`config.mk`:
```
export PLATFORM = sky130hd
export DESIGN_NAME = hazard_fwd_ctrl
export DESIGN_NICKNAME = d
export VERILOG_FILES = /design/src/rtl/hazard_fwd_ctrl.sv
export SDC_FILE = /design/constraint.sdc
export NUM_CORES = 1
export LEC_CHECK = 0
export CAP_MARGIN = 20
export CORE_MARGIN = 2
export CORE_UTILIZATION = 45
export DETAILED_ROUTE_END_ITERATION = 6
export PLACE_DENSITY = 0.81
export SLEW_MARGIN = 30
export SYNTH_ARGS = -nofsm -noshare
export SYNTH_HDL_FRONTEND = slang
export SYNTH_SLANG_ARGS = --single-unit
```
`constraint.sdc`:
```
create_clock -name clk -period 3.15 [get_ports clk]
set_input_delay 0.63 -clock clk [delete_from_list [all_inputs] [get_ports clk]]
set_output_delay 0.63 -clock clk [all_outputs]
set_load 0.02 [all_outputs]
```
`src/rtl/hazard_fwd_ctrl.sv`:
```
// Hazard/forwarding control beside the ID/EXE register: tracks EXE and MEM writers, emits operand selects.
// Latency: selects, exe_valid and stall_cnt registered (1 cycle); stall is combinational from current ID and slots.
// Backpressure: load-use (or any RAW with forwarding off) holds ID via stall; flush overrides stall with a bubble.
module hazard_fwd_ctrl #(
  parameter int REG_W = 5,
  parameter int CNT_W = 16
) (
  input  logic             clk,
  input  logic             rst,
  input  logic             fwd_en,
  input  logic             flush,
  input  logic             id_valid,
  input  logic [REG_W-1:0] id_src1,
  input  logic [REG_W-1:0] id_src2,
  input  logic [REG_W-1:0] id_dest,
  input  logic             id_wb_en,
  input  logic             id_mem_read,
  input  logic             id_two_src,
  input  logic             id_is_store,
  output logic             stall,
  output logic             exe_valid,
  output logic [1:0]       val1_sel,
  output logic [1:0]       val2_sel,
  output logic [1:0]       ST_val_sel,
  output logic [CNT_W-1:0] stall_cnt
);

  // Only the EXE and MEM writers can create hazards: the register file writes
  // through during WB, so the WB stage never needs to be tracked here.
  logic             e_vld, e_wb, e_mr;
  logic [REG_W-1:0] e_dest;
  logic             m_vld, m_wb;
  logic [REG_W-1:0] m_dest;

  // A slot "writes r" only if it is a real writing instruction and r is not r0.
  function automatic logic writes(input logic v, input logic wb,
                                  input logic [REG_W-1:0] d,
                                  input logic [REG_W-1:0] r);
    return v & wb & (d == r) & (r != '0);
  endfunction

  logic       e_w1, m_w1, e_w2, m_w2;
  logic       use2, load_use, raw_any, issue;
  logic [1:0] sel1, sel2;

  // Hazard detection and next-cycle select computation for the ID instruction.
  always_comb begin
    e_w1     = writes(e_vld, e_wb, e_dest, id_src1);
    m_w1     = writes(m_vld, m_wb, m_dest, id_src1);
    e_w2     = writes(e_vld, e_wb, e_dest, id_src2);
    m_w2     = writes(m_vld, m_wb, m_dest, id_src2);
    use2     = id_two_src;
    // Youngest writer (EXE) takes priority over MEM.
    sel1     = e_w1 ? 2'd1 : (m_w1 ? 2'd2 : 2'd0);
    sel2     = e_w2 ? 2'd1 : (m_w2 ? 2'd2 : 2'd0);
    load_use = e_mr & (e_w1 | (use2 & e_w2));
    raw_any  = e_w1 | m_w1 | (use2 & (e_w2 | m_w2));
    stall    = id_valid & ~flush & (load_use | (~fwd_en & raw_any));
    issue    = id_valid & ~stall & ~flush;
  end

  // Shadow slot advance: MEM takes EXE, EXE takes the issued instruction or a bubble.
  always_ff @(posedge clk or posedge rst) begin
    if (rst) begin
      e_vld  <= 1'b0;
      e_wb   <= 1'b0;
      e_mr   <= 1'b0;
      e_dest <= '0;
      m_vld  <= 1'b0;
      m_wb   <= 1'b0;
      m_dest <= '0;
    end else begin
      m_vld  <= e_vld;
      m_wb   <= e_wb;
      m_dest <= e_dest;
      e_vld  <= issue;
      e_wb   <= issue & id_wb_en;
      e_mr   <= issue & id_mem_read;
      e_dest <= issue ? id_dest : '0;
    end
  end

  // Registered selects for the EXE cycle; bubbles and forwarding-off force zero.
  always_ff @(posedge clk or posedge rst) begin
    if (rst) begin
      exe_valid  <= 1'b0;
      val1_sel   <= 2'd0;
      val2_sel   <= 2'd0;
      ST_val_sel <= 2'd0;
    end else begin
      exe_valid  <= issue;
      val1_sel   <= (issue & fwd_en) ? sel1 : 2'd0;
      val2_sel   <= (issue & fwd_en & use2 & ~id_is_store) ? sel2 : 2'd0;
      ST_val_sel <= (issue & fwd_en & use2 & id_is_store) ? sel2 : 2'd0;
    end
  end

  // Saturating count of cycles spent stalled.
  always_ff @(posedge clk or posedge rst) begin
    if (rst) begin
      stall_cnt <= '0;
    end else if (stall && (stall_cnt != {CNT_W{1'b1}})) begin
      stall_cnt <= stall_cnt + 1'b1;
    end
  end

endmodule
```
==> flow_summary_export.csv, run 1 <==
group,metric,value,unit
run,maxCapViolCount,0,
finish,postLayoutCellArea,2510,µm²
synth,ys_top_cells_by_area,"dfrtp_1, xnor2_1, nand4_1",
route,viasPerCell,5.15,
clock_tree,clkLatencyLatePin,280,ps
grt,grt_pass1_wl,6.60,mm
floorplan,coreArea,3690,µm²
finish,post-route-util,68.0,%
run_status,outcome,"completed",
pwr,power_density,367,nW/µm²
placed_design,port_buffers,47,
worst_setup_path,cp_slowest_cell,"or4_4",
timing,fmax,323,MHz
placed_design,routabilityCongestion,0.824,
grt,grt_overflow_total,0,
clock_tree,cts-buffers-inserted,5,
synth,syn_area_per_cell,11.3,µm²
clock_tree,postCtsHoldBufs,0,
synth,synthesis.area,1750,µm²
floorplan,start_util,47.3,%
finish,n_antenna_cell,0,
pwr,p_leak,1.05,nW
worst_setup_path,crit_required,2520,ps
worst_setup_path,critical_path.startpoint_type,"input pin",
timing,period_needed,3100,ps
timing,period_share,98.4,%
clock_tree,cts.sinks,37,
timing,setup_viol,0,
pwr,power,921,µW
route,wirelength,4.08,mm
floorplan,pin_count,48,
min_path,min_path_type,"flip-flop to flip-flop",
route,via_count,1406,
grt,antenna_found_initial,0,
synth,ys_ff_latch,37,
synth,yosysSeqAreaShare,53.0,%
route,first_pass_iters,4,
worst_setup_path,path_buf_inv,2,
floorplan,die_h,66.3,µm
clock_tree,cts_tree,"built",
grt,grt_pass1_vias,1456,
worst_setup_path,crit_arrival,2470,ps
floorplan,die-width,66.3,µm
floorplan,row_count,22,
synth,yosysUniqueCellTypes,32,
clock_tree,root_buffer,"clkbuf_8",
timing,slew_violations,0,
finish,drive_above_1_share,16.4,%
grt,grt_usage,20.3,%
route,drc_errors,0,
floorplan,dieArea,4390,µm²
synth,synth_nets,179,
timing,tightestPinTransition,441,ps
clock_tree,clockBufferDepth,2,
synth,yosys.area.top_type,"dfrtp_1",
timing,hold_slack,433,ps
placed_design,dpl.hpwl,3.10,mm
timing,rsz0062_at_grt,"false",
worst_setup_path,crit_path_frequent_cell,"a2111oi_4",
worst_setup_path,crit_chain,"dlygate4sd2_1, or4_4, or2_4, and2_4, a2111oi_4, a2111oi_4, buf_4",
worst_setup_path,critical_path_class,"input pin to output port",
synth,netlist_instances,154,
clock_tree,clkTransAtPathRegs,70,ps
worst_setup_path,crit_fanout,3,
finish,area_growth,43.8,%
worst_setup_path,critPathTopFamily,"simple AND/OR/NAND/NOR gates",
synth,yosysWarnings,0,
finish,nNetsFinal,250,
finish,final.fill_count,280,
route,first_iter_violations,58,
placed_design,place_area,2390,µm²
pwr,peakVddDrop,0.259,mV
route,ant_nets,0,
worst_setup_path,critPathCaptureType,"output port",
worst_setup_path,slowest_delay,530,ps
grt,grt_max_degree,38,
timing,finalClockSkew,5.96,ps
timing,finalHoldViolations,0,
clock_tree,htree_levels,2,
timing,slew_headroom,70.2,%
synth,synth_top_area_share,53.0,%
route,avgRoutedWirePerCell,15.0,µm
-- routing by layer --
layer / wire [µm] / share of wire (%) / global-route usage [%]
met1: 1730 / 42 / 25.1
met2: 2050 / 50 / 33.4
met3: 174 / 4.3 / 3.92
met4: 129 / 3.2 / 10.7
met5: 0 / 0 / 0
-- worst register-to-register path: stages (launching register included) --
cell and delay [ps]:
dfrtp_1 420, xnor2_1 160, nand3_1 180, nor4_4 330, buf_4 180, a2111oi_4 40
buf_4 160, buf_4 140, a211oi_2 210, buf_4 180, mux2_2 330
-- sequential cells by signal (all words and copies together), names as in the netlist --
signal and count:
m_wb 1, m_vld 1, val1_sel 2, e_dest 5, ST_val_sel 2, e_wb 1
m_dest 5, e_mr 1, stall_cnt 16, val2_sel 2, exe_valid 1
-- logic make-up after synthesis --
logic type	after synthesis	synth area share, %
mux	1	0.645
xor+xnor	34	17.1
flops	37	53.0
simple gates	66	21.1
compound gates	11	6.16
buf+inv	4	1.29
fa+ha+maj	1	0.717
-- cell usage in the layout (no fill, tap or decap), drive strengths merged, types with 2 or more instances in the layout --
cell / netlist / routed
xnor2: 33 / 33
nand3: 10 / 10
dlygate4sd2: 0 / 9
nand4: 9 / 9
and4: 2 / 2
and2: 9 / 9
or4: 2 / 2
buf: 1 / 19
nor2: 8 / 8
and3: 4 / 4
clkbuf: 0 / 6
inv: 3 / 3
nor3: 6 / 6
a2111oi: 2 / 2
o21ai: 4 / 4
dfrtp: 37 / 37
nand2: 10 / 10
clkdlybuf4s50: 0 / 36
-- area by class of cell --
class	instances	area [µm²]	share of cell area [%]
clock buffer	6	82.6	3.29
sequential	37	926	36.9
tap	48	60.1	2.39
multi-input combinational	113	831	33.1
inverter	3	11.3	0.449
clock inverter	1	7.51	0.299
timing repair buffer	65	592	23.6
-- cells in the mapped netlist --
master,count
or4_1,2
nor3_1,6
a41oi_1,1
mux2_2,1
and3_1,4
ha_1,1
o21ai_0,3
nor2_1,8
or2_1,1
and2_1,8
nor4b_1,1
nand4_1,9
nand3_1,10
a211oi_2,1
o21ai_1,1
a2111oi_4,1
a211o_1,1
and4_1,2
nand3b_1,1
xnor2_1,33
dfrtp_1,37
buf_6,1
and2_4,1
o21a_2,1
inv_1,3
a2111oi_2,1
nand2_1,10
nor4_2,1
xor2_1,1
a31oi_1,1
nand2b_1,1
or3_1,1
-- report_power, final --
group	internal, mW	switching [mW]
Combinational	0.0529	0.0441
Sequential	0.483	0.00854
Clock	0.173	0.159
Total	0.709	0.212
-- stage by stage --
stage	TNS, ps	std cells	setup WS (ps)
final	0	273	49.6
after global routing	0	273	17.0
after CTS	0	273	0.217
after detailed placement	-641	265	-575
after global placement	-520	265	-520
after floorplan	0	154	323
-- path summary, 6_finish.rpt --
kind / start / end / slack (ps) / depth (start not counted)
max reg2reg: e_dest[0]$_DFF_PP0_ / stall_cnt[1]$_DFFE_PP0P_ / 700 / 10
max in group asynchronous: rst / m_dest[3]$_DFF_PP0_ / 2080 / 3
min in group asynchronous: rst / m_vld$_DFF_PP0_ / 750 / 3
min reg2reg: e_wb$_DFF_PP0_ / m_wb$_DFF_PP0_ / 430 / 0
min: e_wb$_DFF_PP0_ / m_wb$_DFF_PP0_ / 430 / 0
max: id_src2[2] / stall / 50 / 7
-- timing repair --
item / 4_1_cts / 5_1_grt
resized for setup: 24 / 0
setup buffers: 1 / 0
gates cloned: 0 / 0
pin swaps: 5 / 1
endpoints found under the setup margin: 1 / 1
Power figures use the tool's default switching activity.
==> inputs of run 2 (changes only) <==
- CORE_MARGIN: 2 -> not set
==> run 2 against run 1 <==
Against the previous run: sequential share of layout area decreased by 0.29 points; clock-buffer cell count decreased by 1; non-clock buffer count increased by 4; design area increased by 0.80%; register-to-register slack got worse by 150 ps; sequential power about the same; worst hold slack improved by 9.2 ps; first-iteration DRC count increased by 48%; die area decreased by 5.9%; largest cell class unchanged; highest routed layer unchanged.
==> flow_summary_export.csv, run 2 (synthesized netlist as in run 1, its figures left out) <==
group,metric,value,unit
clock_tree,clkTransAtPathRegs,70,ps
pwr,pwr-share-seq,54.2,%
timing,finalClockSkew,5.35,ps
finish,postLayoutCellArea,2530,µm²
finish,largest_reg_flops,16,
route,ant_nets,0,
run_status,outcome,"completed",
clock_tree,clockBufferDepth,2,
run,maxCapViolCount,0,
pwr,p_sw,219,µW
floorplan,pin_count,48,
floorplan,start_util,47.3,%
timing,finalHoldViolations,0,
pwr,pwr-share-clk,34.9,%
timing,tightestPinTransition,830,ps
worst_setup_path,crit_required,2520,ps
worst_setup_path,slowest_delay,570,ps
timing,period_share,99.0,%
floorplan,die_h,64.3,µm
timing,final.setup.worst_slack,30.2,ps
min_path,min_path_type,"flip-flop to flip-flop",
floorplan,die-width,64.3,µm
worst_setup_path,crit_arrival,2490,ps
finish,final_common_cell,"dfrtp_1",
pwr,switching_share,24.1,%
finish,n_antenna_cell,0,
finish,regMostFlops,"stall_cnt",
route,avgRoutedWirePerCell,15.2,µm
finish,area_growth,44.9,%
placed_design,routabilityCongestion,0.808,
route,wirelength,4.23,mm
clock_tree,cts.sinks,37,
pwr,internal_power,689,µW
placed_design,dp_slack,-589,ps
grt,grt_max_degree,24,
worst_setup_path,crit_chain,"dlygate4sd2_1, or4_4, nor2_4, nor3_1, buf_4, a2111oi_4, a2111oi_4, buf_4",
timing,hold_slack,443,ps
route,drc_errors,0,
floorplan,row_count,22,
pwr,power_density,359,nW/µm²
clock_tree,root_buffer,"clkbuf_8",
timing,slew_violations,0,
finish,drive_above_1_share,17.8,%
finish,final_cell_mix,"dfrtp_1, clkdlybuf4s50_1, xnor2_1",
clock_tree,cts-buffers-inserted,5,
grt,grt_overflow_total,0,
grt,grt_pass1_vias,1509,
worst_setup_path,critical_path_class,"input pin to output port",
grt,antenna_found_initial,0,
worst_setup_path,crit_fanout,3,
floorplan,coreArea,3690,µm²
clock_tree,clkLatencyLatePin,290,ps
clock_tree,cts_tree,"built",
pwr,peakVddDrop,0.282,mV
finish,top_regs,"stall_cnt: 16 flops, e_dest: 5 flops, m_dest: 5 flops",
grt,grt_pass1_wl,6.75,mm
floorplan,dieArea,4130,µm²
timing,setup_viol,0,
route,via_count,1483,
worst_setup_path,cp_slowest_cell,"or4_4",
grt,grt_usage,21.8,%
pwr,p_leak,1.06,nW
placed_design,port_buffers,47,
pwr,pwr-share-comb,10.9,%
clock_tree,htree_levels,2,
worst_setup_path,path_buf_inv,3,
worst_setup_path,critPathTopFamily,"simple AND/OR/NAND/NOR gates",
route,viasPerCell,5.33,
route,first_pass_iters,5,
finish,nNetsFinal,254,
timing,period_needed,3120,ps
route,first_iter_violations,86,
placed_design,place_area,2400,µm²
timing,slew_headroom,44.6,%
placed_design,dpl.hpwl,3.08,mm
timing,fmax,321,MHz
worst_setup_path,critical_path.startpoint_type,"input pin",
worst_setup_path,critPathCaptureType,"output port",
## run 2: layer usage
layer	part of all wire, %	wire length [µm]	up-vias	global-route usage (%)
met5	0	0	-	0
met1	41	1750	720	27.6
met2	51	2140	60	35.7
met3	4.7	197	16	5.54
li1	-	-	687	-
met4	3.3	140	0	8.33
## run 2: through the flow
| step | util, % | power, mW | TNS, ps | cells |
|---|---|---|---|---|
| 2_1_floorplan | - | 0.539 | 0 | 154 |
| 3_3_place_gp | 65.1 | 0.594 | -509 | 266 |
| 3_5_place_dp | 65.1 | 0.600 | -619 | 266 |
| 4_1_cts | 67.5 | 0.913 | 0 | 276 |
| 5_1_grt | 68.6 | 0.951 | -40.1 | 278 |
| 6_report | 68.6 | 0.908 | 0 | 278 |
## run 2: worst paths after layout
check / slack, ps / end / start / cells past startpoint
worst max-delay path: 30 / stall / id_src1[1] / 8
worst min-delay path: 440 / m_wb$_DFF_PP0_ / e_wb$_DFF_PP0_ / 0
worst max register to register: 550 / stall_cnt[1]$_DFFE_PP0P_ / e_dest[3]$_DFF_PP0_ / 11
worst min register to register: 440 / m_wb$_DFF_PP0_ / e_wb$_DFF_PP0_ / 0
max in group asynchronous: 1710 / stall_cnt[11]$_DFFE_PP0P_ / rst / 3
min in group asynchronous: 810 / m_dest[3]$_DFF_PP0_ / rst / 2
## run 2: worst register-to-register path, cell delays in order (launching register included)
cell and delay (ps):
dfrtp_1 430, xnor2_1 270, nand2_1 140, nor4_2 290, buf_4 180, a2111oi_4 40, buf_4 160, buf_4 120
buf_4 140, a211oi_2 220, buf_4 180, mux2_2 330
## run 2: final cells by class
class	instances	area, µm²
clock buffer	5	68.8
clock inverter	3	17.5
fill	293	1160
inverter	3	11.3
multi-input combinational	113	826
sequential	37	926
tap	48	60.1
timing repair buffer	69	621
## run 2: power by group through the flow
| stage | Clock [mW] | Combinational, mW | Sequential [mW] |
|---|---|---|---|
| 6_report | 0.317 | 0.0992 | 0.492 |
| 5_1_grt | 0.351 | 0.108 | 0.492 |
| 4_1_cts | 0.325 | 0.0958 | 0.492 |
| 3_5_place_dp | 0 | 0.0989 | 0.501 |
| 3_3_place_gp | 0 | 0.0947 | 0.500 |
| 2_1_floorplan | 0 | 0.0400 | 0.499 |
## run 2: repair_timing
action                     4_1_cts  5_1_grt
setup endpoints to repair        1        1
pin swaps                        6        3
setup buffers                    2        2
gates cloned                     0        0
hold buffers                     0        0
resized for setup               17        4
==> inputs of run 3 (changes only) <==
- CORE_UTILIZATION: 45 -> 47
- PLACE_DENSITY: 0.81 -> 0.83
==> run 3 against run 2 <==
Against the previous run: final cell count down 1.1%; worst setup slack improved by 8.4 ps; flip-flop and latch count did not move; critical path depth fell by 1; largest power group unchanged.
==> flow_summary_export.csv, run 3 (synthesized netlist as in run 1, its figures left out) <==
group,metric,value,unit
finish,top_regs,"stall_cnt: 16 flops, e_dest: 5 flops, m_dest: 5 flops",
timing,fmax,321,MHz
pwr,peakVddDrop,0.241,mV
timing,period_needed,3110,ps
worst_setup_path,crit_arrival,2480,ps
min_path,holdPathStages,0,
pwr,pwr-share-comb,10.8,%
timing,period_share,98.8,%
clock_tree,cts_tree,"built",
worst_setup_path,slowest_delay,550,ps
clock_tree,cts.sinks,37,
run_status,outcome,"completed",
min_path,hold_start,"e_wb$_DFF_PP0_",
clock_tree,clkTransAtPathRegs,70,ps
min_path,min_to,"m_wb$_DFF_PP0_",
grt,grt_pass1_vias,1505,
clock_tree,htree_levels,2,
worst_setup_path,r2r_cells,10,
worst_setup_path,crit_path_frequent_cell,"a2111oi_4",
pwr,p_sw,225,µW
floorplan,die_h,62.9,µm
pwr,power_density,375,nW/µm²
worst_setup_path,r2r-end,"stall_cnt[1]$_DFFE_PP0P_",
route,first_iter_violations,79,
min_path,min_path_type,"flip-flop to flip-flop",
floorplan,pin_count,48,
timing,hold_slack,447,ps
run,maxCapViolCount,0,
finish,area_growth,47.3,%
finish,final_cells,275,
placed_design,dp_cells,263,
clock_tree,clkLatencyLatePin,290,ps
finish,nNetsFinal,253,
grt,grt_usage,22.6,%
worst_setup_path,cp_slowest_cell,"or4_4",
floorplan,row_count,21,
pwr,switching_share,23.3,%
route,avgRoutedWirePerCell,15.8,µm
worst_setup_path,critPathCaptureType,"output port",
finish,regMostFlops,"stall_cnt",
timing,finalHoldViolations,0,
worst_setup_path,reg2reg_from,"e_dest[2]$_DFF_PP0_",
pwr,pwr-share-clk,38.3,%
worst_setup_path,critical_path_class,"input pin to output port",
finish,largest_reg_flops,16,
floorplan,start_util,50.7,%
timing,tightestPinTransition,481,ps
grt,grt_overflow_total,0,
placed_design,port_buffers,47,
route,first_pass_iters,4,
route,via_count,1477,
placed_design,routabilityCongestion,0.883,
floorplan,die-width,62.9,µm
grt,grt_max_degree,38,
finish,n_antenna_cell,0,
worst_setup_path,crit_chain,"dlygate4sd2_1, or4_4, or2_4, and2_4, a2111oi_4, a2111oi_4, buf_4",
worst_setup_path,rrSetupSlack,580,ps
clock_tree,clockBufferDepth,2,
worst_setup_path,crit_required,2520,ps
placed_design,dpl.hpwl,3.01,mm
timing,slew_violations,0,
worst_setup_path,critical_path.startpoint_type,"input pin",
pwr,p_leak,1.08,nW
finish,final_common_cell,"dfrtp_1",
worst_setup_path,cp-startpoint,"id_src2[4]",
finish,final_cell_mix,"dfrtp_1, clkdlybuf4s50_1, xnor2_1",
timing,slew_headroom,67.4,%
finish,drive_above_1_share,19.2,%
worst_setup_path,crit_fanout,3,
floorplan,coreArea,3440,µm²
route,ant_nets,0,
pwr,pwr-share-seq,50.9,%
grt,grt_pass1_wl,6.88,mm
route,viasPerCell,5.37,
route,wirelength,4.35,mm
timing,finalClockSkew,5.48,ps
clock_tree,cts-buffers-inserted,5,
pwr,internal_power,740,µW
clock_tree,root_buffer,"clkbuf_8",
timing,setup_viol,0,
grt,antenna_found_initial,0,
route,drc_errors,0,
floorplan,dieArea,3960,µm²
-- run 3: layer usage --
layer / global-route usage [%] / vias to the layer above / share of wire [%]
li1: - / 691 / -
met1: 25.7 / 706 / 40
met2: 37.5 / 60 / 51
met3: 5.29 / 20 / 4.3
met4: 15.1 / 0 / 4.4
met5: 0 / - / 0
-- run 3: through the flow --
step           TNS [ps]  total power, mW  instance area [µm²]  utilization [%]  worst slack [ps]
4_1_cts               0            0.965                 2520             73.1              13.8
5_1_grt          -0.612             1.00                 2570             74.7            -0.612
3_5_place_dp       -704            0.599                 2390             69.4              -586
2_1_floorplan         0            0.539                 1750                -               323
3_3_place_gp       -524            0.594                 2390             69.4              -512
6_report              0            0.965                 2570             74.7              38.6
-- run 3: power groups by stage --
| stage | logic [mW] | registers, mW | clock network [mW] |
|---|---|---|---|
| after floorplan | 0.0400 | 0.499 | 0 |
| after global placement | 0.0942 | 0.500 | 0 |
| after detailed placement | 0.0984 | 0.501 | 0 |
| after CTS | 0.0968 | 0.491 | 0.377 |
| after global routing | 0.112 | 0.492 | 0.400 |
| final | 0.104 | 0.492 | 0.370 |
-- run 3: how the worst max path moves through the flow --
| stage | cells past startpoint | endpoint | slack [ps] |
|---|---|---|---|
| global route | 9 | stall | -0.6 |
| finish | 7 | stall | 40 |
| floorplan | 5 | stall | 320 |
| global placement | 7 | stall | -510 |
| detailed placement | 8 | stall | -590 |
| CTS | 7 | stall | 10 |
-- run 3: layout make-up --
cell class | instances | area (µm²)
multi-input combinational | 113 | 856
clock inverter | 1 | 8.76
clock buffer | 7 | 96.3
fill | 234 | 871
inverter | 3 | 11.3
timing repair buffer | 68 | 616
sequential | 37 | 926
tap | 46 | 57.6
-- run 3: worst max-delay path: cells and delay by family --
kind            cells  cell delay, ps
compound gates      2             430
buf+inv             2             440
simple gates        3             980
-- run 3: timing repair --
| item | in CTS | in global routing |
|---|---|---|
| gates resized for setup | 18 | 12 |
| pin swaps | 9 | 2 |
| hold buffers | 0 | 0 |
| setup endpoints to repair | 1 | 1 |
| buffers inserted | 4 | 0 |
